===== config.mk =====
export PLATFORM = sky130hd
export DESIGN_NAME = traffic_phase_ctrl
export DESIGN_NICKNAME = d
export VERILOG_FILES = /design/src/rtl/traffic_pkg.sv /design/src/rtl/phase_timer.sv /design/src/rtl/traffic_phase_ctrl.sv
export SDC_FILE = /design/constraint.sdc
export NUM_CORES = 1
export LEC_CHECK = 0
export ABC_AREA = 1
export CORE_ASPECT_RATIO = 0.7
export CORE_MARGIN = 4
export CORE_UTILIZATION = 52
export CTS_BUF_LIST = sky130_fd_sc_hd__clkbuf_8
export CTS_CLUSTER_SIZE = 10
export DETAILED_ROUTE_END_ITERATION = 10
export GPL_TIMING_DRIVEN = 0
export PLACE_DENSITY = 0.9
export SKIP_CTS_REPAIR_TIMING = 1
export SLEW_MARGIN = 20
export SYNTH_ARGS = -nofsm -noshare
export SYNTH_HDL_FRONTEND = slang
export SYNTH_HIERARCHICAL = 1
export SYNTH_SLANG_ARGS = --single-unit

===== constraint.sdc =====
create_clock -name clk -period 4.5 [get_ports clk]
set_clock_uncertainty 0.2 [all_clocks]
set_input_delay 0.45 -clock clk [delete_from_list [all_inputs] [get_ports clk]]
set_output_delay 0.45 -clock clk [all_outputs]
set_load 0.005 [all_outputs]

===== src/rtl/traffic_pkg.sv =====
// Shared lamp codes and phase encoding for the N-road traffic sequencer.
package traffic_pkg;

  localparam logic [2:0] LIGHT_RED    = 3'b100;
  localparam logic [2:0] LIGHT_YELLOW = 3'b010;
  localparam logic [2:0] LIGHT_GREEN  = 3'b001;
  localparam logic [2:0] LIGHT_DARK   = 3'b000;

  typedef enum logic [1:0] {
    GREEN  = 2'd0,
    YELLOW = 2'd1,
    ALLRED = 2'd2,
    FLASH  = 2'd3
  } phase_e;

  function automatic int max4(input int a, input int b, input int c, input int d);
    int m;
    m = a;
    if (b > m) m = b;
    if (c > m) m = c;
    if (d > m) m = d;
    return m;
  endfunction

endpackage


===== src/rtl/phase_timer.sv =====
// Phase up-counter: synchronous clear, terminal count against a runtime duration.
module phase_timer #(
  parameter int TW = 4
) (
  input  logic          clk,
  input  logic          reset,
  input  logic          clear,
  input  logic [TW-1:0] dur,
  output logic          done
);

  logic [TW-1:0] count;

  always_ff @(posedge clk) begin
    if (reset || clear) count <= '0;
    else                count <= count + 1'b1;
  end

  assign done = (count == dur - 1'b1);

endmodule


===== src/rtl/traffic_phase_ctrl.sv =====
// N-road round-robin signal sequencer with yellow/all-red clearance,
// latched pedestrian requests and a night flash mode entered only from all-red.
module traffic_phase_ctrl
  import traffic_pkg::*;
#(
  parameter int NUM_ROADS  = 4,
  parameter int GREEN_T    = 6,
  parameter int YELLOW_T   = 2,
  parameter int ALLRED_T   = 1,
  parameter int FLASH_HALF = 4
) (
  input  logic                         clk,
  input  logic                         reset,
  input  logic                         flash_mode,
  input  logic [NUM_ROADS-1:0]         ped_req,
  output logic [3*NUM_ROADS-1:0]       lights,
  output logic [NUM_ROADS-1:0]         walk,
  output logic [$clog2(NUM_ROADS)-1:0] active_road,
  output logic                         in_flash
);

  localparam int AW   = $clog2(NUM_ROADS);
  localparam int MAXD = max4(GREEN_T, YELLOW_T, ALLRED_T, FLASH_HALF);
  localparam int TW   = $clog2(MAXD) + 1;

  phase_e               state, state_next;
  logic [AW-1:0]        road_q, road_inc;
  logic [NUM_ROADS-1:0] pend_q, pend_next;
  logic                 walk_en_q;
  logic                 blink_q;
  logic [TW-1:0]        dur;
  logic                 timer_done;
  logic                 timer_clear;
  logic                 enter_green;

  phase_timer #(.TW(TW)) u_timer (
    .clk   (clk),
    .reset (reset),
    .clear (timer_clear),
    .dur   (dur),
    .done  (timer_done)
  );

  assign road_inc = (road_q == AW'(NUM_ROADS - 1)) ? '0 : road_q + 1'b1;

  always_comb begin
    state_next = state;
    dur        = TW'(ALLRED_T);
    case (state)
      GREEN: begin
        dur = TW'(GREEN_T);
        if (timer_done) state_next = YELLOW;
      end
      YELLOW: begin
        dur = TW'(YELLOW_T);
        if (timer_done) state_next = ALLRED;
      end
      ALLRED: begin
        dur = TW'(ALLRED_T);
        // Flash request is only honoured here, so a running green always clears first.
        if (timer_done) state_next = flash_mode ? FLASH : GREEN;
      end
      FLASH: begin
        dur = TW'(FLASH_HALF);
        if (!flash_mode) state_next = ALLRED;
      end
      default: state_next = ALLRED;
    endcase
  end

  assign enter_green = (state == ALLRED) && (state_next == GREEN);
  // In FLASH the timer wraps each half-period to pace the blink.
  assign timer_clear = (state_next != state) || ((state == FLASH) && timer_done);

  always_comb begin
    pend_next = pend_q | ped_req;
    if (enter_green) pend_next[road_inc] = 1'b0;
  end

  always_ff @(posedge clk) begin
    if (reset) begin
      state     <= ALLRED;
      road_q    <= AW'(NUM_ROADS - 1);
      pend_q    <= '0;
      walk_en_q <= 1'b0;
      blink_q   <= 1'b1;
    end else begin
      state  <= state_next;
      pend_q <= pend_next;
      if (enter_green) begin
        road_q    <= road_inc;
        walk_en_q <= pend_q[road_inc] | ped_req[road_inc];
      end
      if ((state != FLASH) && (state_next == FLASH))
        blink_q <= 1'b1;
      else if ((state == FLASH) && (state_next == FLASH) && timer_done)
        blink_q <= ~blink_q;
    end
  end

  always_comb begin
    lights = '0;
    walk   = '0;
    for (int r = 0; r < NUM_ROADS; r++) begin
      lights[3*r +: 3] = LIGHT_RED;
      case (state)
        GREEN:   if (road_q == AW'(r)) lights[3*r +: 3] = LIGHT_GREEN;
        YELLOW:  if (road_q == AW'(r)) lights[3*r +: 3] = LIGHT_YELLOW;
        FLASH:   lights[3*r +: 3] = blink_q ? LIGHT_YELLOW : LIGHT_DARK;
        default: lights[3*r +: 3] = LIGHT_RED;
      endcase
    end
    if ((state == GREEN) && walk_en_q) walk[road_q] = 1'b1;
  end

  assign active_road = road_q;
  assign in_flash    = (state == FLASH);

endmodule


======== Yosys cells after proc, flatten, opt, wreduce, memory -nomap -nowiden ========
Cells that the tools add are included.
word-level totals
  register bits after elaboration ......... 14
  latch bits .............................. 0
  bits in writable memories ............... 0
  memory bits (read-only) ................. 0
  bits of input ports ..................... 7
  output and inout port bits .............. 19
  word-level logic and storage cells ...... 73
  memories ................................ 0
operators by class
  $add $sub $neg .......................... 3
  multipliers ............................. 0
  divide/modulo/power cells ............... 0
  magnitude comparators ................... 4
  equal/unequal tests ..................... 10
  shift-type cells ........................ 0
  multiplexer cells ....................... 31
  bitwise operators ....................... 5
  reductions and logical operators ........ 14
operators with widths
  operator                                                                       number
  3-bit case mux with 3 select lines                                             4
  3-bit two-way mux                                                              8
  4-bit case mux with 4 select lines                                             1
  2-bit two-way mux                                                              7
  2-bit == test (second input constant)                                          5
  1-bit logical AND                                                              8
  4-bit two-way mux                                                              2
  2-bit case mux with 4 select lines                                             1
  2-bit logical NOT                                                              3
  2-bit by 3-bit less-than comparator with 1-bit output (second input constant)  2
  4-bit by 1-bit adder with 4-bit output (second input constant)                 1
  4-bit bitwise AND                                                              1
  1-bit binary-select mux with 2-bit select                                      2
  1-bit demux with 2-bit select                                                  2
  2-bit by 1-bit == test with 1-bit output (second input constant)               2
  4-bit == test                                                                  1
  2-bit by 1-bit >= comparator with 1-bit output (second input constant)         2
  1-bit two-way mux                                                              4
  4-bit inverter                                                                 1
  4-bit OR                                                                       1
  4-bit by 1-bit subtractor with 4-bit output (second input constant)            1
  2-bit by 1-bit adder with 2-bit output (second input constant)                 1
  1-bit logical OR                                                               2
  2-bit inequality test                                                          1
  other kinds (4)                                                                4

======== Depth between registers and ports, before layout ========
Gate-level depths: netlist of run 1.
  depth after elaboration ................. 9
  mapped depth ............................ 22
  depth with buffers taken out ............ 21

======== Hierarchy ========
Netlist of run 1, hierarchy kept.
by module, submodules not included
  module              times used  cells each  area each (sq um)  sequential area each (sq um)
  traffic_phase_ctrl  1           139         894.6              200.2
  phase_timer         1           51          292.8              80.1

======== Worst setup path after synthesis of run 1 ========
No wires, ideal clock.
  kind .................................... reg2reg
  from .................................... register state[1]
  to ...................................... register u_timer.count[3]
  setup time .............................. 0.070 ns
  arrival time ............................ 2.986 ns
  data required time ...................... 4.230 ns
  path slack .............................. 1.244 ns
  stages on the path, launching flop included .. 21
  buffers on the path ..................... 1
  period minus slack after synthesis ...... 3.256 ns
  cells stage by stage .................... dfxtp_1 buf_6 inv_1 ha_1 or2_2 inv_1 ha_1 nand2_1 nand2_1 nor2_1 nand3_1 nor2_1 nand3_2 nand2_1 inv_1 a21o_1 a21oi_1 nand3_1 or2_4 o21bai_1 a21oi_1
on the way
  longest elaborated chain between the ends .. 9
  elaborated cells between the ends (all ways) .. 16
  classes of those cells .................. add/sub (1); eq/ne (5); mux (6); reduce/logical (4)
RTL lines
  element                                          RTL line                                                                      RTL
  from (decl)                                      traffic_phase_ctrl.sv:26                                                      phase_e state, state_next;
  from (signal assigned)                           traffic_phase_ctrl.sv:88                                                      state <= state_next;
  2-bit == test, or another cell as far along      traffic_phase_ctrl.sv:49                                                      case (state)
  4-bit case mux with 4 select lines (*)           traffic_phase_ctrl.sv:49
  named net dur[1]                                 traffic_phase_ctrl.sv:31                                                      logic [TW-1:0] dur;
  4-bit by 1-bit subtractor with 4-bit output (*)  phase_timer.sv:19                                                             assign done = (count == dur - 1'b1);
  4-bit == test (*)                                phase_timer.sv:19
  named net timer_done                             traffic_phase_ctrl.sv:32                                                      logic timer_done;
  2-bit two-way mux, on equally long branches      traffic_phase_ctrl.sv:61, traffic_phase_ctrl.sv:52, traffic_phase_ctrl.sv:56
  2-bit case mux with 4 select lines               traffic_phase_ctrl.sv:49
  2-bit inequality test                            traffic_phase_ctrl.sv:73                                                      assign timer_clear = (state_next != state) || ((state == FLASH) && timer_done);
  1-bit logical OR (*)                             traffic_phase_ctrl.sv:73
  named net timer_clear                            traffic_phase_ctrl.sv:33                                                      logic timer_clear;
  1-bit logical OR (*)                             phase_timer.sv:15                                                             if (reset || clear) count <= '0;
  to (signal assigned)                             phase_timer.sv:16                                                             else count <= count + 1'b1;
  to (decl)                                        phase_timer.sv:12                                                             logic [TW-1:0] count;
Mark *: on every way through the listed nets, which the timed path passes. The rest lies on a longest branch. The select of a mux whose other input is x is not followed.
A chain may end at the register's enable or synchronous reset.

======== Final worst setup path of run 1 ========
Ends and elaborated chain as after synthesis.

==> flow_summary.toml, run 1 <==
[detailed_routing]
drtAntennaViolNets = 0
routed-via-count = 1177
detail_route.vias_per_cell = 4.67
drt-initial-drc-count = 64
drcViolationCount = 0
detail_route.wl_per_cell_um = 10.1
drt_pre_antenna_iters = 4
wirelength_mm = 2.55

[hold_path]
min_to = "u_timer/count[0]$_SDFF_PP0_"
hold_path_startpoint = "u_timer/count[0]$_SDFF_PP0_"
hold_depth = 1
min_path_type = "register to register"

[setup_path]
setup.worst_path.class = "register to register"
worstPathMaxFanout = 10
worst-r2r-setup-slack_ns = 0.81
critical_path_arrival_ns = 3.67
data_required_time_of_the_worst_path_ns = 4.48
r2r-end = "u_timer/count[3]$_SDFF_PP0_"
reg2reg_depth = 20
crit_path_end_kind = "register"
startpoint_type = "register"
critical_register_to_register_path_startpoint = "state[1]$_SDFF_PP1_"

[synth]
synth_seq_cells = 14
syn_area_per_cell_um2 = 6.25
async_reset_ff_frac = 0
synth_area_leader_cell = "sky130_fd_sc_hd__dfxtp_1"
sequential_fraction_of_the_synthesis_area = 0.236
syn_inst = 190
netlist_top_cells_count = "sky130_fd_sc_hd__nand2_1, sky130_fd_sc_hd__inv_1, sky130_fd_sc_hd__nor2_1"
synth.yosys.warnings = 6
postSynth.topFlopCell = "sky130_fd_sc_hd__dfxtp_1"
yosys_cell_types = 25
synth_top_cell_area_share = 0.236
syn_area_um2 = 1190
yosys.cell_count.top_type = "sky130_fd_sc_hd__nand2_1"
synth.area.top_cells = "sky130_fd_sc_hd__dfxtp_1, sky130_fd_sc_hd__ha_1, sky130_fd_sc_hd__nand2_1, sky130_fd_sc_hd__inv_1, sky130_fd_sc_hd__nor2_1"
synth-edff-count = 0

[grt]
grt_start_max_net_pins = 11
grt_first_pass_wirelength_mm = 4.14
antenna_violations_before_repair = 0
first_global_vias = 925
gr-usage-met1 = 0.254
use_met2 = 0.256
global_route.overflow_total = 0
grt.total_usage = 0.172
grt_util_met3 = 0.0305
top_usage_layer = "met2"

[cts]
cts_tree = "built"
clock-root-buffer = "sky130_fd_sc_hd__clkbuf_8"
insertion_delay_ns = 0.24
max_root_sink_buffers = 2
tritoncts.num_buffers = 3
htree_num_levels = 1
clock_sink_count = 14
clkSlewWorstSetupHoldPaths_ns = 0.06

[power]
max-vdd-ir-drop_mv = 0.453
power.static_leakage_nw = 0.782
power_density_nw_per_um2 = 694

[floorplanning]
die_y_um = 48.0
floorplan.die.width_um = 65.1
initial_core_utilization = 0.551
placeableCoreArea_um2 = 2150
dieArea_um2 = 3120
num_io_pins = 26
number_of_placement_rows = 14

[flow_run]
max_cap_violations = 0

[timing]
rsz0062_at_grt = "no"
finalMaxSlewViolations = 0
final_setup_fails = 0
hold_viol = 0
final_min_period_over_clock_period = 0.820
fmax_ghz = 0.271
final_period_minus_worst_setup_slack_ns = 3.69
tns_ns = 0

[final_layout]
finalNetCount = 243
final_cell_utilization_of_the_core = 0.713
stdcell_count = 252
sequential_cell_area_um2 = 280
inserted_diodes = 0
drive_gt1_frac = 0.0864
filler_cell_count = 186
syn2layout_area_growth_pct = 29.4
multiInputGateArea_um2 = 746

[placed_design]
estimated_wirelength_of_the_detail_placed_design_mm = 2.04
dp.cells = 248
place.gp.congestion = 0.875
port_buffers = 25

[status]
outcome = "complete, no violations"
==> state kept, by name (all words and copies together) (netlist names) <==
register and flops:
active_road 2, blink_q 1, state 2, pend_q 4, walk_en_q 1, u_timer/count 4
==> cell usage in the layout (no fill, tap or decap), types with 2 or more instances in the layout <==
master / n
sky130_fd_sc_hd__dfxtp_1: 14
sky130_fd_sc_hd__nand3_2: 2
sky130_fd_sc_hd__or2_2: 2
sky130_fd_sc_hd__inv_2: 3
sky130_fd_sc_hd__conb_1: 2
sky130_fd_sc_hd__clkdlybuf4s50_1: 25
sky130_fd_sc_hd__ha_1: 15
sky130_fd_sc_hd__o21ai_1: 2
sky130_fd_sc_hd__a21oi_1: 8
sky130_fd_sc_hd__inv_1: 36
sky130_fd_sc_hd__nand2_2: 2
sky130_fd_sc_hd__nand3_1: 13
sky130_fd_sc_hd__nor2_1: 25
sky130_fd_sc_hd__clkbuf_8: 4
sky130_fd_sc_hd__o21ai_0: 6
sky130_fd_sc_hd__nand2_1: 50
==> routing by layer <==
layer | share of wire | vias to the layer above
met2 | 0.39 | 36
met4 | 0.0086 | 0
met5 | 0 | -
met3 | 0.074 | 4
li1 | - | 634
met1 | 0.53 | 503
==> how the worst max path moves through the flow <==
stage / startpoint / endpoint / slack, ns
final: state[1]$_SDFF_PP1_ / u_timer/count[3]$_SDFF_PP0_ / 0.81
after global routing: state[1]$_SDFF_PP1_ / u_timer/count[3]$_SDFF_PP0_ / 0.45
after CTS: state[1]$_SDFF_PP1_ / u_timer/count[3]$_SDFF_PP0_ / 0.86
after detailed placement: state[1]$_SDFF_PP1_ / u_timer/count[3]$_SDFF_PP0_ / 0.87
after global placement: state[1]$_SDFF_PP1_ / u_timer/count[3]$_SDFF_PP0_ / 0.94
after floorplan: state[1]$_SDFF_PP1_ / u_timer/count[3]$_SDFF_PP0_ / 1.24
==> per-stage QoR <==
step | setup WS, ns | instance area [um2] | hold WS, ns | power [W]
after global placement | 0.941 | 1480 | 0.273 | 0.000919
after global routing | 0.451 | 1540 | 0.310 | 0.00118
after floorplan | 1.24 | 1190 | 0.241 | 0.000735
after CTS | 0.857 | 1540 | 0.298 | 0.00107
final | 0.810 | 1540 | 0.291 | 0.00107
after detailed placement | 0.870 | 1480 | 0.284 | 0.000942
==> cell type report <==
class	instances	share of cell area
buffer	2	0.0122
clock buffer	4	0.0358
inverter	39	0.0953
multi-input combinational	136	0.485
sequential	14	0.182
tap	32	0.0261
timing repair buffer	25	0.163
==> report_power, final <==
group          leakage [nW]  switching (W)  internal, W
clock network        0.0288      0.0000432    0.0000774
registers             0.115      0.0000360     0.000158
logic                 0.638       0.000436     0.000316
total                 0.782       0.000516     0.000551
==> worst max-delay path, cell delays in order (launching register included) <==
cell and delay (ns):
sky130_fd_sc_hd__dfxtp_1 0.43, sky130_fd_sc_hd__buf_6 0.17, sky130_fd_sc_hd__inv_1 0.07, sky130_fd_sc_hd__ha_1 0.27, sky130_fd_sc_hd__or2_2 0.31, sky130_fd_sc_hd__inv_1 0.08
sky130_fd_sc_hd__ha_1 0.25, sky130_fd_sc_hd__nand2_1 0.08, sky130_fd_sc_hd__nand2_1 0.05, sky130_fd_sc_hd__nor2_1 0.10, sky130_fd_sc_hd__nand3_1 0.08, sky130_fd_sc_hd__nor2_1 0.34
sky130_fd_sc_hd__nand3_2 0.13, sky130_fd_sc_hd__nand2_1 0.08, sky130_fd_sc_hd__inv_1 0.07, sky130_fd_sc_hd__a21o_1 0.21, sky130_fd_sc_hd__a21oi_1 0.12, sky130_fd_sc_hd__nand3_1 0.07
sky130_fd_sc_hd__or2_4 0.26, sky130_fd_sc_hd__o21bai_1 0.15, sky130_fd_sc_hd__a21oi_1 0.10
==> cells by family after synthesis <==
| group | after synthesis | synth area share |
|---|---|---|
| and+or+nand+nor | 98 | 0.356 |
| adders and majority gates | 15 | 0.158 |
| DFF | 14 | 0.236 |
| other | 1 | 0.00316 |
| buffers and inverters | 41 | 0.139 |
| AOI/OAI and AO/OA | 21 | 0.107 |
No activity file was read; power rests on OpenSTA's default activity.
==> inputs of run 2 (changes only) <==
--- a/config.mk
+++ b/config.mk
@@ -8,12 +8,12 @@
 export ABC_AREA = 1
 export CORE_ASPECT_RATIO = 0.7
 export CORE_MARGIN = 4
-export CORE_UTILIZATION = 52
+export CORE_UTILIZATION = 47
 export CTS_BUF_LIST = sky130_fd_sc_hd__clkbuf_8
 export CTS_CLUSTER_SIZE = 10
 export DETAILED_ROUTE_END_ITERATION = 10
 export GPL_TIMING_DRIVEN = 0
-export PLACE_DENSITY = 0.9
+export PLACE_DENSITY = 0.86
 export SKIP_CTS_REPAIR_TIMING = 1
 export SLEW_MARGIN = 20
 export SYNTH_ARGS = -nofsm -noshare
==> constraint.sdc (replaced) <==
create_clock -name clk -period 3.1 [get_ports clk]
set_clock_uncertainty 0.2 [all_clocks]
set_input_delay 0.31 -clock clk [delete_from_list [all_inputs] [get_ports clk]]
set_output_delay 0.31 -clock clk [all_outputs]
set_load 0.005 [all_outputs]
==> run 2 against run 1 <==
Against the previous run:
- sequential share of layout area shrank 1.3 points
- die area grew 9.1%
- cell area grew 11%
- combinational power grew 83%
- global-route usage shrank 1.1 points
- first-iteration DRC count grew 59%
- critical path type unchanged
- power grew 69%
- clock power grew 16%
- routed wire length grew 11%
- critical path depth grew 1
- via count grew 5.7%
==> flow_summary.toml, run 2 (synthesis gave the netlist of run 1 again) <==
[final_layout]
layout_common_cells = "sky130_fd_sc_hd__nand2_1, sky130_fd_sc_hd__inv_1, sky130_fd_sc_hd__clkdlybuf4s50_1"
inserted_diodes = 0
post-route-cell-area_um2 = 1700
finalNetCount = 255
syn2layout_area_growth_pct = 43.1
filler_cell_count = 190
largest_registers = "pend_q x4, u_timer/count x4"
final_cell_utilization_of_the_core = 0.746
stdcell_count = 263
drive_gt1_frac = 0.199
layout_commonest_cell = "sky130_fd_sc_hd__nand2_1"

[setup_path]
data_required_time_of_the_worst_path_ns = 3.07
reg2reg_depth = 21
critical_path_arrival_ns = 3.01
crit_path_end_kind = "register"
worstPathMaxFanout = 8
setup.worst_path.class = "register to register"
worst-r2r-setup-slack_ns = 0.06
startpoint_type = "register"

[cts]
cts_tree = "built"
clkSlewWorstSetupHoldPaths_ns = 0.05
tritoncts.num_buffers = 3
htree_num_levels = 1
clock-root-buffer = "sky130_fd_sc_hd__clkbuf_8"
insertion_delay_ns = 0.23
max_root_sink_buffers = 2
clock_sink_count = 14

[timing]
hold_viol = 0
finalMaxSlewViolations = 0
fmax_ghz = 0.329
final_setup_fails = 0
rsz0062_at_grt = "yes"
final_min_period_over_clock_period = 0.980
timing.final.ws_setup_ns = 0.0629
final_period_minus_worst_setup_slack_ns = 3.04

[detailed_routing]
wirelength_mm = 2.83
drtAntennaViolNets = 0
drcViolationCount = 0
drt_pre_antenna_iters = 4
detail_route.wl_per_cell_um = 10.7
drt-initial-drc-count = 102
detail_route.vias_per_cell = 4.73
routed-via-count = 1244

[hold_path]
min_path_type = "register to register"
hold_depth = 2

[grt]
grt.total_usage = 0.161
grt_util_met3 = 0.0341
first_global_vias = 1013
antenna_violations_before_repair = 0
use_met2 = 0.227
grt_first_pass_wirelength_mm = 4.37
gr-usage-met1 = 0.251
top_usage_layer = "met1"
grt_start_max_net_pins = 11
global_route.overflow_total = 0

[flow_run]
max_cap_violations = 0

[placed_design]
estimated_wirelength_of_the_detail_placed_design_mm = 2.08
dp.cells = 248
place_area_um2 = 1510
port_buffers = 25
place.gp.congestion = 0.790
placement.setup.worst_slack_ns = -0.250

[floorplanning]
number_of_placement_rows = 14
dieArea_um2 = 3410
die_y_um = 50.1
placeableCoreArea_um2 = 2280
floorplan.die.width_um = 68.1
num_io_pins = 26
initial_core_utilization = 0.521

[power]
power.static_leakage_nw = 0.836
max-vdd-ir-drop_mv = 0.483
power_density_nw_per_um2 = 1060
total_power_w = 0.00180

[status]
outcome = "complete, no violations"
run 2: power by group:
group	internal (W)	switching, W
clock network	0.0000855	0.0000550
logic	0.000624	0.000756
registers	0.000236	0.0000479
run 2: routing by layer:
layer	vias to the layer above	share of wire
met1	563	0.50
li1	656	-
met3	0	0.062
met4	0	0
met5	-	0
met2	25	0.44
run 2: worst paths after layout:
check                         start                          end
max             state[1]$_SDFF_PP1_  u_timer/count[3]$_SDFF_PP0_
min          walk_en_q$_SDFFE_PP0P_       walk_en_q$_SDFFE_PP0P_
max reg2reg     state[1]$_SDFF_PP1_  u_timer/count[3]$_SDFF_PP0_
min reg2reg  walk_en_q$_SDFFE_PP0P_       walk_en_q$_SDFFE_PP0P_
run 2: critical path: stages (launching register included):
cell                       delay, ns
sky130_fd_sc_hd__dfxtp_4        0.35
sky130_fd_sc_hd__buf_8          0.12
sky130_fd_sc_hd__inv_6          0.04
sky130_fd_sc_hd__ha_4           0.15
sky130_fd_sc_hd__or2_4          0.26
sky130_fd_sc_hd__inv_4          0.06
sky130_fd_sc_hd__ha_4           0.12
sky130_fd_sc_hd__inv_1          0.04
sky130_fd_sc_hd__nand2_1        0.09
sky130_fd_sc_hd__nand2_1        0.06
sky130_fd_sc_hd__nand2_1        0.06
sky130_fd_sc_hd__nand3_1        0.11
sky130_fd_sc_hd__nor2_4         0.16
sky130_fd_sc_hd__nand3_2        0.10
sky130_fd_sc_hd__nand2_2        0.09
sky130_fd_sc_hd__inv_2          0.04
sky130_fd_sc_hd__a21o_1         0.17
sky130_fd_sc_hd__a21oi_2        0.14
sky130_fd_sc_hd__nand3_1        0.09
sky130_fd_sc_hd__or2_4          0.25
sky130_fd_sc_hd__o21bai_1       0.15
sky130_fd_sc_hd__a21oi_1        0.10
run 2: layout make-up:
class	instances	area (um2)	area share
flip-flops and latches	14	288	0.169
repair buffers	37	344	0.203
multi-input cells	136	810	0.476
well taps	32	40.0	0.0236
clock buffers	3	41.3	0.0243
plain buffers	2	22.5	0.0133
inverters	39	154	0.0906
run 2: through the flow:
stage / setup TNS [ns] / hold WS, ns
6_report: 0 / 0.285
5_1_grt: -0.226 / 0.317
4_1_cts: -0.620 / 0.285
3_5_place_dp: -0.480 / 0.273
3_3_place_gp: -0.419 / 0.261
2_1_floorplan: 0 / 0.175
